===== src/rtl/load_store_unit.sv =====
// Byte-addressed load/store front end between the ALU result and a word-addressed data memory
// with synchronous read.
// It handles RV32I LB/LH/LW/LBU/LHU/SB/SH/SW. Sub-word stores are done as read-modify-write.
// Loads get lane extraction and sign/zero extension. Misaligned accesses and illegal funct3
// values are rejected with an error response.
// Ports:
//   clk, rst                    clock, async active-high reset
//   req_valid/req_ready         request handshake (ready only in idle)
//   req_store, req_funct3       operation select
//   req_addr, req_wdata         byte address, store data
//   resp_valid/rdata/err        one-cycle completion pulse with load data / error flag
//   mem_addr/re/we/wdata/rdata  word-wide data memory port, rdata one cycle after re
module load_store_unit #(
  parameter int unsigned ADDR_W = 8
) (
  input  logic              clk,
  input  logic              rst,
  input  logic              req_valid,
  output logic              req_ready,
  input  logic              req_store,
  input  logic [2:0]        req_funct3,
  input  logic [ADDR_W-1:0] req_addr,
  input  logic [31:0]       req_wdata,
  output logic              resp_valid,
  output logic [31:0]       resp_rdata,
  output logic              resp_err,
  output logic [ADDR_W-3:0] mem_addr,
  output logic              mem_re,
  output logic              mem_we,
  output logic [31:0]       mem_wdata,
  input  logic [31:0]       mem_rdata
);

  typedef enum logic [2:0] {StIdle, StWrite, StRead, StMerge, StResp} state_e;

  state_e            state_q, state_d;
  logic              store_q, store_d;
  logic [2:0]        funct3_q, funct3_d;
  logic [ADDR_W-1:0] addr_q, addr_d;
  logic [31:0]       wdata_q, wdata_d;
  logic [31:0]       rdata_q, rdata_d;
  logic              err_q, err_d;

  logic        funct_ok, misaligned, illegal;
  logic [7:0]  byte_sel;
  logic [15:0] half_sel;
  logic [31:0] load_val, merged;

  // Legality of the incoming request, evaluated only when it is accepted.
  always_comb begin
    if (req_store) funct_ok = (req_funct3[2] == 1'b0) && (req_funct3[1:0] != 2'b11);
    else           funct_ok = (req_funct3[1:0] != 2'b11) && (req_funct3 != 3'b110);
    misaligned = ((req_funct3[1:0] == 2'b01) && req_addr[0]) ||
                 ((req_funct3[1:0] == 2'b10) && (req_addr[1:0] != 2'b00));
    illegal    = !funct_ok || misaligned;
  end

  // Lane extraction for loads and lane merge for sub-word stores.
  always_comb begin
    byte_sel = mem_rdata[{addr_q[1:0], 3'b000} +: 8];
    half_sel = mem_rdata[{addr_q[1], 4'b0000} +: 16];
    unique case (funct3_q)
      3'b000:  load_val = {{24{byte_sel[7]}}, byte_sel};
      3'b001:  load_val = {{16{half_sel[15]}}, half_sel};
      3'b100:  load_val = {24'h0, byte_sel};
      3'b101:  load_val = {16'h0, half_sel};
      default: load_val = mem_rdata;
    endcase
    merged = mem_rdata;
    if (funct3_q[1:0] == 2'b00) merged[{addr_q[1:0], 3'b000} +: 8] = wdata_q[7:0];
    else                        merged[{addr_q[1], 4'b0000} +: 16] = wdata_q[15:0];
  end

  always_comb begin
    state_d  = state_q;
    store_d  = store_q;
    funct3_d = funct3_q;
    addr_d   = addr_q;
    wdata_d  = wdata_q;
    rdata_d  = rdata_q;
    err_d    = err_q;
    unique case (state_q)
      StIdle: begin
        if (req_valid) begin
          store_d  = req_store;
          funct3_d = req_funct3;
          addr_d   = req_addr;
          wdata_d  = req_wdata;
          rdata_d  = 32'h0;
          err_d    = illegal;
          if (illegal)                                     state_d = StResp;
          else if (req_store && req_funct3[1:0] == 2'b10)  state_d = StWrite;
          else                                             state_d = StRead;
        end
      end
      StWrite: state_d = StResp;
      StRead:  state_d = StMerge;
      StMerge: begin
        if (!store_q) rdata_d = load_val;
        state_d = StResp;
      end
      StResp: begin
        rdata_d = 32'h0;
        err_d   = 1'b0;
        state_d = StIdle;
      end
      default: state_d = StIdle;
    endcase
  end

  always_ff @(posedge clk or posedge rst) begin
    if (rst) begin
      state_q  <= StIdle;
      store_q  <= 1'b0;
      funct3_q <= 3'b000;
      addr_q   <= '0;
      wdata_q  <= 32'h0;
      rdata_q  <= 32'h0;
      err_q    <= 1'b0;
    end else begin
      state_q  <= state_d;
      store_q  <= store_d;
      funct3_q <= funct3_d;
      addr_q   <= addr_d;
      wdata_q  <= wdata_d;
      rdata_q  <= rdata_d;
      err_q    <= err_d;
    end
  end

  // Strobes are decoded from state so an async reset kills them immediately.
  always_comb begin
    req_ready  = (state_q == StIdle);
    resp_valid = (state_q == StResp);
    resp_rdata = resp_valid ? rdata_q : 32'h0;
    resp_err   = resp_valid ? err_q : 1'b0;
    mem_addr   = addr_q[ADDR_W-1:2];
    mem_re     = (state_q == StRead);
    mem_we     = (state_q == StWrite) || ((state_q == StMerge) && store_q);
    mem_wdata  = 32'h0;
    if (state_q == StWrite)                 mem_wdata = wdata_q;
    else if (state_q == StMerge && store_q) mem_wdata = merged;
  end

endmodule


===== config.mk =====
export PLATFORM = sky130hd
export DESIGN_NAME = load_store_unit
export DESIGN_NICKNAME = d
export VERILOG_FILES = /design/src/rtl/load_store_unit.sv
export SDC_FILE = /design/constraint.sdc
export NUM_CORES = 1
export LEC_CHECK = 0
export ABC_AREA = 1
export CORE_MARGIN = 2
export CORE_UTILIZATION = 30
export CTS_CLUSTER_SIZE = 16
export DETAILED_ROUTE_END_ITERATION = 16
export GPL_ROUTABILITY_DRIVEN = 0
export PLACE_DENSITY = 0.61
export SLEW_MARGIN = 20
export SYNTH_ARGS = -nofsm -noshare
export SYNTH_HDL_FRONTEND = slang
export SYNTH_SLANG_ARGS = --single-unit

===== constraint.sdc =====
create_clock -name clk -period 3 [get_ports clk]
set_input_delay 0.6 -clock clk [delete_from_list [all_inputs] [get_ports clk]]
set_output_delay 0.6 -clock clk [all_outputs]
set_load 0.01 [all_outputs]

* After elaboration in Yosys (flattened, before gate mapping)
Cells that the tools add are included.
** Word-level totals
- Memories :: 0
- Bits in latches :: 0
- Output and inout port bits :: 75
- Bits in registers :: 80
- ROM bits :: 0
- Memory bits (writable) :: 0
** Operators by class
- Shift-type cells :: 6
- Reductions and logical operators :: 20
- Add/subtract/negate cells :: 2
- Bitwise logic cells :: 1
- Div/mod/pow operators :: 0
- Multipliers :: 0
- Eq/ne operators :: 13
- Order comparisons :: 0
- Multiplexer cells :: 18
** Operator list (count)
- $mux W32 :: 6
- $pmux W32 S4 :: 1
- $pmux W32 S3 :: 1
- $bwmux W32 :: 2
- $shift A16 B7 Y32 const A :: 1
- $shift A8 B7 Y32 const A :: 1
- $shiftx A16 B7 Y32 :: 1
- $shiftx A32 B6 Y16 :: 1
- $shiftx A32 B6 Y8 :: 1
- $shiftx A8 B7 Y32 :: 1
- $neg A5 Y7 :: 2
- $eq A3 B3 Y1 const B :: 3
- $pmux W3 S3 :: 1
- $eq A3 B1 Y1 const B :: 2
- $eq A3 B2 Y1 const B :: 2
- $logic_and A1 B1 Y1 :: 6
- $logic_not A3 Y1 :: 2
- $mux W3 :: 2
- $ne A2 B2 Y1 const B :: 3
- $reduce_and A2 Y1 :: 2
- $reduce_bool A2 Y1 :: 2
- $logic_or A1 B1 Y1 :: 3
- $mux W1 :: 3
- $ne A3 B3 Y1 const B :: 1
- 10 further kinds :: 10

* Depth between registers and ports, before layout
Gate-level depths: netlist of the first run.
- Word-level depth :: 8
- Gate-level depth with buffers :: 12

* Least setup slack after synthesis of the first run
OpenSTA, ideal clock, no wires.
- Kind :: reg2out
- Start point :: reg addr_q[0]
- End point :: out mem_wdata[24]
- Arrival time :: 1.785 ns
- Path buffers :: 2
- Stages on the path, launching flop included :: 12
- Data required time :: 2.400 ns
- Path slack :: 0.615 ns
- Cell sequence :: dfrtp_1 buf_4 clkinv_1 ha_1 inv_1 clkbuf_1 nand2_1 nor2_1 nand3_1 nand2_1 nand3_1 o21ai_0
** On the way
- Word-level cells in the longest chain between the ends :: 6
- Elaborated cells on any way between the ends :: 7
- Those cells by class :: 1 x add/sub; 2 x shift; 4 x mux
** RTL lines
- start: declaration :: line 39 : logic [ADDR_W-1:0] addr_q, addr_d;
- start signal: assignment :: line 124 : addr_q <= addr_d;
- $neg A5 Y7 * :: line 70 : if (funct3_q[1:0] == 2'b00) merged[{addr_q[1:0], 3'b000} +: 8] = wdata_q[7:0];
- $shiftx A8 B7 Y32 or $shift A8 B7 Y32 (tied branches) :: line 70
- $bwmux W32 * :: line 70
- $mux W32 * :: line 70
- $mux W32 * :: line 142 : else if (state_q == StMerge && store_q) mem_wdata = merged;
- $mux W32 * :: line 141 : if (state_q == StWrite) mem_wdata = wdata_q;
- end: declaration :: line 30 : output logic [31:0] mem_wdata,
Every way passes the cells marked *; elsewhere a longest branch is shown, timed or not.

* Worst setup path after layout of the first run
- Start point :: reg addr_q[0]
- End point :: out mem_wdata[16]
Same word-level chain as after synthesis.

==> results of run 1 <==
[layout make-up]
cell class | instances | area, um2
clock buffer | 13 | 260
inverter | 115 | 437
multi-input combinational | 628 | 2890
tap | 229 | 287
sequential | 80 | 2000
timing repair buffer | 174 | 1780
fill | 1948 | 10400
clock inverter | 3 | 65.1
[layer usage]
metal | vias up | global-route usage, % | share of wire [%]
met3 | 27 | 4.82 | 7.7
met1 | 2793 | 27.2 | 45
met4 | 0 | 4.58 | 1.5
met5 | - | 0 | 0
li1 | 3074 | - | -
met2 | 262 | 30.7 | 46
[final timing paths]
path                                             start                       to  slack, ns  cells past startpoint
worst max-delay path             addr_q[0]$_DFFE_PP0P_            mem_wdata[16]       0.02                      8
worst min-delay path             addr_q[3]$_DFFE_PP0P_    addr_q[3]$_DFFE_PP0P_       0.47                      2
worst max register to register  state_q[0]$_DFFE_PP0P_  wdata_q[15]$_DFFE_PP0P_       0.94                      7
worst min register to register   addr_q[3]$_DFFE_PP0P_    addr_q[3]$_DFFE_PP0P_       0.47                      2
max in group asynchronous                          rst  rdata_q[19]$_DFFE_PP0P_       1.59                      3
min in group asynchronous                          rst   rdata_q[7]$_DFFE_PP0P_       0.61                      2
[worst reg2reg max path, delay by kind of cell (launching register included)]
kind                   cells  cell delay [ns]
AND/OR/NAND/NOR            4             1.08
buffers and inverters      2             0.35
AO/OA/AOI/OAI              1             0.07
flip-flops                 1             0.43
[placed cells by master (no fill, tap or decap), types with 3 or more instances in the layout]
| master | synthesis | final |
|---|---|---|
| ha_1 | 5 | 3 |
| buf_12 | 0 | 4 |
| clkdlybuf4s50_1 | 0 | 134 |
| dlymetal6s2s_1 | 0 | 17 |
| inv_1 | 108 | 104 |
| nand4_1 | 3 | 3 |
| nor3_1 | 3 | 3 |
| o21ai_1 | 7 | 8 |
| nand2_1 | 207 | 207 |
| o211ai_1 | 5 | 5 |
| clkinv_2 | 0 | 3 |
| a21oi_1 | 113 | 113 |
| inv_2 | 5 | 7 |
| dfrtp_1 | 80 | 79 |
| nor2_1 | 94 | 93 |
| o21ai_0 | 88 | 87 |
| clkbuf_16 | 0 | 9 |
| nand3_1 | 92 | 91 |
| buf_4 | 11 | 17 |
| nand3_2 | 2 | 3 |
[sequential cells by signal (all words and copies together), names as in the netlist]
| register | flops |
|---|---|
| wdata_q | 32 |
| store_q | 1 |
| state_q | 3 |
| err_q | 1 |
| funct3_q | 3 |
| rdata_q | 32 |
| addr_q | 8 |
[timing repair]
item,4_1_cts,5_1_grt
setup buffers,0,0
gates resized for setup,9,21
gates cloned,0,0
endpoints found under the setup margin,30,28
[report_power, final]
group	total [mW]	internal (mW)	switching [mW]
clock network	1.22	0.774	0.448
registers	1.68	1.41	0.261
logic	3.68	1.29	2.39
total	6.58	3.48	3.10
[kinds of logic (layout without fill, tap and decap cells)]
| family | Yosys count | after routing | synth area share, % |
|---|---|---|---|
| compound gates | 215 | 215 | 19.5 |
| flops | 80 | 80 | 35.7 |
| simple gates | 408 | 408 | 30.6 |
| buf+inv | 173 | 305 | 13.1 |
| fa+ha+maj | 5 | 5 | 1.12 |
[through the flow]
step	area [um2]	hold slack, ns	power, mW	utilization [%]
final	7720	0.469	6.58	42.6
after global routing	7720	0.500	7.13	42.6
after CTS	7670	0.472	6.57	42.3
after detailed placement	7330	0.458	5.29	40.4
after global placement	7330	0.456	5.28	40.4
after floorplan	5600	0.442	4.20	-
==> out/metrics.csv, run 1 <==
metric,value,unit
Total GRT Usage,19.5,%
CTS buffer count,9,
WP buf/inv,3,
setup repair after global routing missed its margin,true,
Core Area,18100,um2
Yosys cell types,28,
register area share after synthesis,35.7,%
LEAKAGE,3.83,nW
Worst setup SP type,register,
vias in the first global route,5804,
synthesized net count,965,
CTS sink cnt,80,
"count leader, synth",nand2_1,
Antenna Nets Post-Route,0,
critical path's slowest cell,clkdlybuf4s50_1,
Port Buffers,153,
CP dominant cell by count,o21ai_0,
GRT Residual Overflow,0,
data arrival time of the worst path,2.38,ns
synth warn,0,
Fin Setup TNS,0,ns
register bit total from synthesis,80,
min-delay worst type,register to register,
Syn-to-layout area delta,37.8,%
TritonCTS clock tree,built,
CTS Hold Bufs,0,
Worst Clk Skew,0.00972,ns
worst-path fanout max,8,
H-tree Lvls,3,
Clock Tree Root,clkbuf_16,
layout cells sized above 1,5.73,%
asr flop ratio synth,100,%
CP Cell Sequence,clkinv_2 > buf_4 > ha_1 > nand3_2 > o21ai_0 > nand3_1 > o21ai_0 > clkdlybuf4s50_1,
largest net degree at the start of global routing,67,
DR pass1 iterations,5,
status,completed,
final number of hold-violating endpoints,0,
min Tclk post-route,2.98,ns
# diodes,0,
prevailing post-synth register cell,dfrtp_1,
critical path's largest stage delay,0.56,ns
Max-Cap Viols,0,
worst-skew pair later-pin latency,0.35,ns
initial DRC count,599,
max_slew headroom,64.2,%
Worst EP required,2.40,ns
Detail Placement HPWL,14.6,mm
pre-CTS WS,0.172,ns
Starting Density,30.9,%
total number of vias,6156,
Tightest Pin Transition,0.536,ns
Crit Path Class,register to primary output,
Max Clk Rate,336,MHz
Post-synth EDFFs,0,
routed len/inst,15.6,um
Residual DRC,0,
nets,1092,
pwr/cell area,852,nW/um2
global-route wire length before repair,30.9,mm
Die H,141,um
Post-Syn Instances,881,
endpoints failing setup,0,
synth top area cells,"dfrtp_1 36%, nand2_1 14%, a21oi_1 10%",
final wirelength,19.3,mm
fin cells,1242,
cell family with most CP delay,buffers and inverters,
Clock Path Buffers,2,
vias per inst,4.96,
io pins,154,
FP Rows,49,
DIE AREA,19800,um2
"CTS clk-pin slew, worst paths",0.07,ns
Die Span X,141,um
fin worst setup slack,0.0225,ns
"Slew Viols, Final",0,
initial antenna violation count,0,
DP Cell Count,1226,
Post-Syn Area,5600,um2
cell taking the most area after synthesis,dfrtp_1,
crit share post-route,99.2,%
Synth top cells by count,"207 x nand2_1, 113 x a21oi_1, 108 x inv_1",
Yosys top cell area share,35.7,%
syn avg cell area,6.36,um2
Max IR drop VDD,0.391,mV
Setup crit end kind,primary output,
Note: power is estimated with default switching activity, not from simulation.
==> inputs of run 2 (changes only) <==
--- a/config.mk
+++ b/config.mk
@@ -16,3 +16,4 @@
 export SYNTH_ARGS = -nofsm -noshare
 export SYNTH_HDL_FRONTEND = slang
 export SYNTH_SLANG_ARGS = --single-unit
+export TNS_END_PERCENT = 20
==> results of run 2 <==
No change in the layout: final DEF, timing and power equal those of run 1.
==> inputs of run 3 (changes only) <==
--- a/config.mk
+++ b/config.mk
@@ -6,12 +6,14 @@
 export NUM_CORES = 1
 export LEC_CHECK = 0
 export ABC_AREA = 1
+export CELL_PAD_IN_SITES_DETAIL_PLACEMENT = 1
+export CELL_PAD_IN_SITES_GLOBAL_PLACEMENT = 1
 export CORE_MARGIN = 2
 export CORE_UTILIZATION = 30
 export CTS_CLUSTER_SIZE = 16
 export DETAILED_ROUTE_END_ITERATION = 16
 export GPL_ROUTABILITY_DRIVEN = 0
-export PLACE_DENSITY = 0.61
+export PLACE_DENSITY = 0.81
 export SLEW_MARGIN = 20
 export SYNTH_ARGS = -nofsm -noshare
 export SYNTH_HDL_FRONTEND = slang
==> run 3 against run 2 <==
Net effect:
- the flow now finishes with violations (setup timing)
- die area unchanged
- sequential cell count unchanged
- critical path depth is 1 lower
- count of clock-buffer cells in the layout down 2
- largest power group unchanged
==> out/metrics.csv, run 3 (synthesis results as in run 1) <==
metric,value,unit
DIE AREA,19800,um2
"commonest non-fill, non-tap cells in the layout","207 x nand2_1, 123 x clkdlybuf4s50_1, 113 x a21oi_1, 102 x inv_1, 94 x nor2_1",
Max-Cap Viols,0,
DR pass1 iterations,5,
max_slew headroom,63.1,%
largest net degree at the start of global routing,67,
pre-CTS WS,0.100,ns
GRT Residual Overflow,0,
Die Span X,141,um
Worst R2R Path Depth,6,
grt met3 use,3.26,%
Core Area,18100,um2
total number of vias,6403,
Starting Density,30.9,%
worst-skew pair later-pin latency,0.36,ns
Clock Path Buffers,2,
worst-path fanout max,21,
Tightest Pin Transition,0.553,ns
filler cell count,2353,
CTS buffer count,9,
"Slew Viols, Final",0,
GRT Max-Usage Layer,met2,
Die H,141,um
crit share post-route,101,%
Fin Setup TNS,-0.0252,ns
Worst Clk Skew,0.00989,ns
Antenna Nets Post-Route,0,
data arrival time of the worst path,2.43,ns
pwr/cell area,868,nW/um2
global-route wire length before repair,35.1,mm
Crit Path Class,register to primary output,
failing checks,setup timing,
final wirelength,21.9,mm
LEAKAGE,3.86,nW
Final Hold Slack,0.478,ns
routed len/inst,17.6,um
vias per inst,5.13,
FF-to-FF End,addr_q[0]$_DFFE_PP0P_,
CTS Hold Bufs,0,
Port Buffers,153,
Clock Tree Root,clkbuf_16,
io pins,154,
GR Util met2,35.8,%
Residual DRC,0,
Syn-to-layout area delta,38.2,%
FP Rows,49,
worst r2r src,state_q[0]$_DFFE_PP0P_,
Critical Path Source,state_q[2]$_DFFE_PP0P_,
Setup crit end kind,primary output,
final number of hold-violating endpoints,0,
Critical Path Sink,mem_wdata[3],
setup repair after global routing missed its margin,true,
H-tree Lvls,3,
min Tclk post-route,3.03,ns
final core occ,42.7,%
nets,1098,
status,"finished, violations left",
fin worst setup slack,-0.0252,ns
initial DRC count,416,
endpoints failing setup,1,
Worst EP required,2.40,ns
CTS sink cnt,80,
R2R Setup Slk,0.95,ns
min-delay worst type,register to register,
vias in the first global route,6443,
largest registers,"rdata_q x32, wdata_q x32, addr_q x8",
met1 usage in global routing,30.8,%
Max Clk Rate,331,MHz
initial antenna violation count,1,
Total GRT Usage,22.4,%
Max IR drop VDD,0.479,mV
TritonCTS clock tree,built,
Detail Placement HPWL,16.4,mm
"CTS clk-pin slew, worst paths",0.06,ns
Total Power,6.72,mW
layout cells sized above 1,6.67,%
"commonest non-fill, non-tap cell in the layout",nand2_1,
Worst setup SP type,register,
==> run 3: changes by cell type in the layout (fill, tap and decap cells not counted), moves of 2 or more <==
cell	previous run	this run
clkinvlp_4	0	2
o21ai_1	8	12
buf_6	0	2
o21ai_0	87	83
dlygate4sd2_1	2	14
buf_4	17	21
inv_1	104	102
dlymetal6s2s_1	17	15
clkdlybuf4s50_1	134	123
==> run 3: layout make-up <==
class | instances | area [um2] | area share (%)
Clock inverter | 5 | 56.3 | 0.727
Timing Repair Buffer | 180 | 1810 | 23.4
Sequential cell | 80 | 2000 | 25.9
Tap cell | 229 | 287 | 3.70
Antenna cell | 1 | 2.50 | 0.0323
Multi-Input combinational cell | 628 | 2900 | 37.5
Clock buffer | 11 | 243 | 3.13
Inverter | 115 | 440 | 5.68
==> run 3: worst max-delay path, stage by stage, from the launching register on <==
cell,delay (ns)
dfrtp_1,0.45
inv_2,0.13
nand2_1,0.09
nor2_2,0.14
inv_2,0.19
buf_4,0.23
o21ai_0,0.24
clkdlybuf4s50_1,0.59
==> run 3: worst min-delay path by stage <==
stage	startpoint	endpoint	slack (ns)	depth (start not counted)
detailed placement	wdata_q[30]$_DFFE_PP0P_	wdata_q[30]$_DFFE_PP0P_	0.47	2
CTS	addr_q[5]$_DFFE_PP0P_	addr_q[5]$_DFFE_PP0P_	0.48	2
global route	store_q$_DFFE_PP0P_	store_q$_DFFE_PP0P_	0.50	2
global placement	addr_q[5]$_DFFE_PP0P_	addr_q[5]$_DFFE_PP0P_	0.45	2
finish	addr_q[5]$_DFFE_PP0P_	addr_q[5]$_DFFE_PP0P_	0.48	2
floorplan	store_q$_DFFE_PP0P_	store_q$_DFFE_PP0P_	0.44	2
==> run 3: metal layers <==
metal  routed length, um  up-vias
li1                    -     3095
met1                9640     3011
met2               10100      250
met3                1480       47
met4                 682        0
met5                   0        -
==> run 3: where the power goes <==
group | switching (mW) | leakage (nW) | total [mW] | internal (mW)
sequential | 0.274 | 1.00 | 1.69 | 1.41
combinational | 2.56 | 2.71 | 3.89 | 1.33
clock | 0.479 | 0.146 | 1.15 | 0.667
==> run 3: timing repair <==
action                                 CTS  global route
gates resized for setup                 28            24
buffers inserted                         0             1
cloned                                   0             0
endpoints found under the hold margin    0             0
pin swaps                                0             0
setup endpoints to repair               31            20
==> run 3: metrics by stage <==
step                instance area (um2)  instances
floorplan                          5600        881
global placement                   7370       1231
detailed placement                 7370       1231
CTS                                7680       1247
global route                       7740       1248
finish                             7750       1249
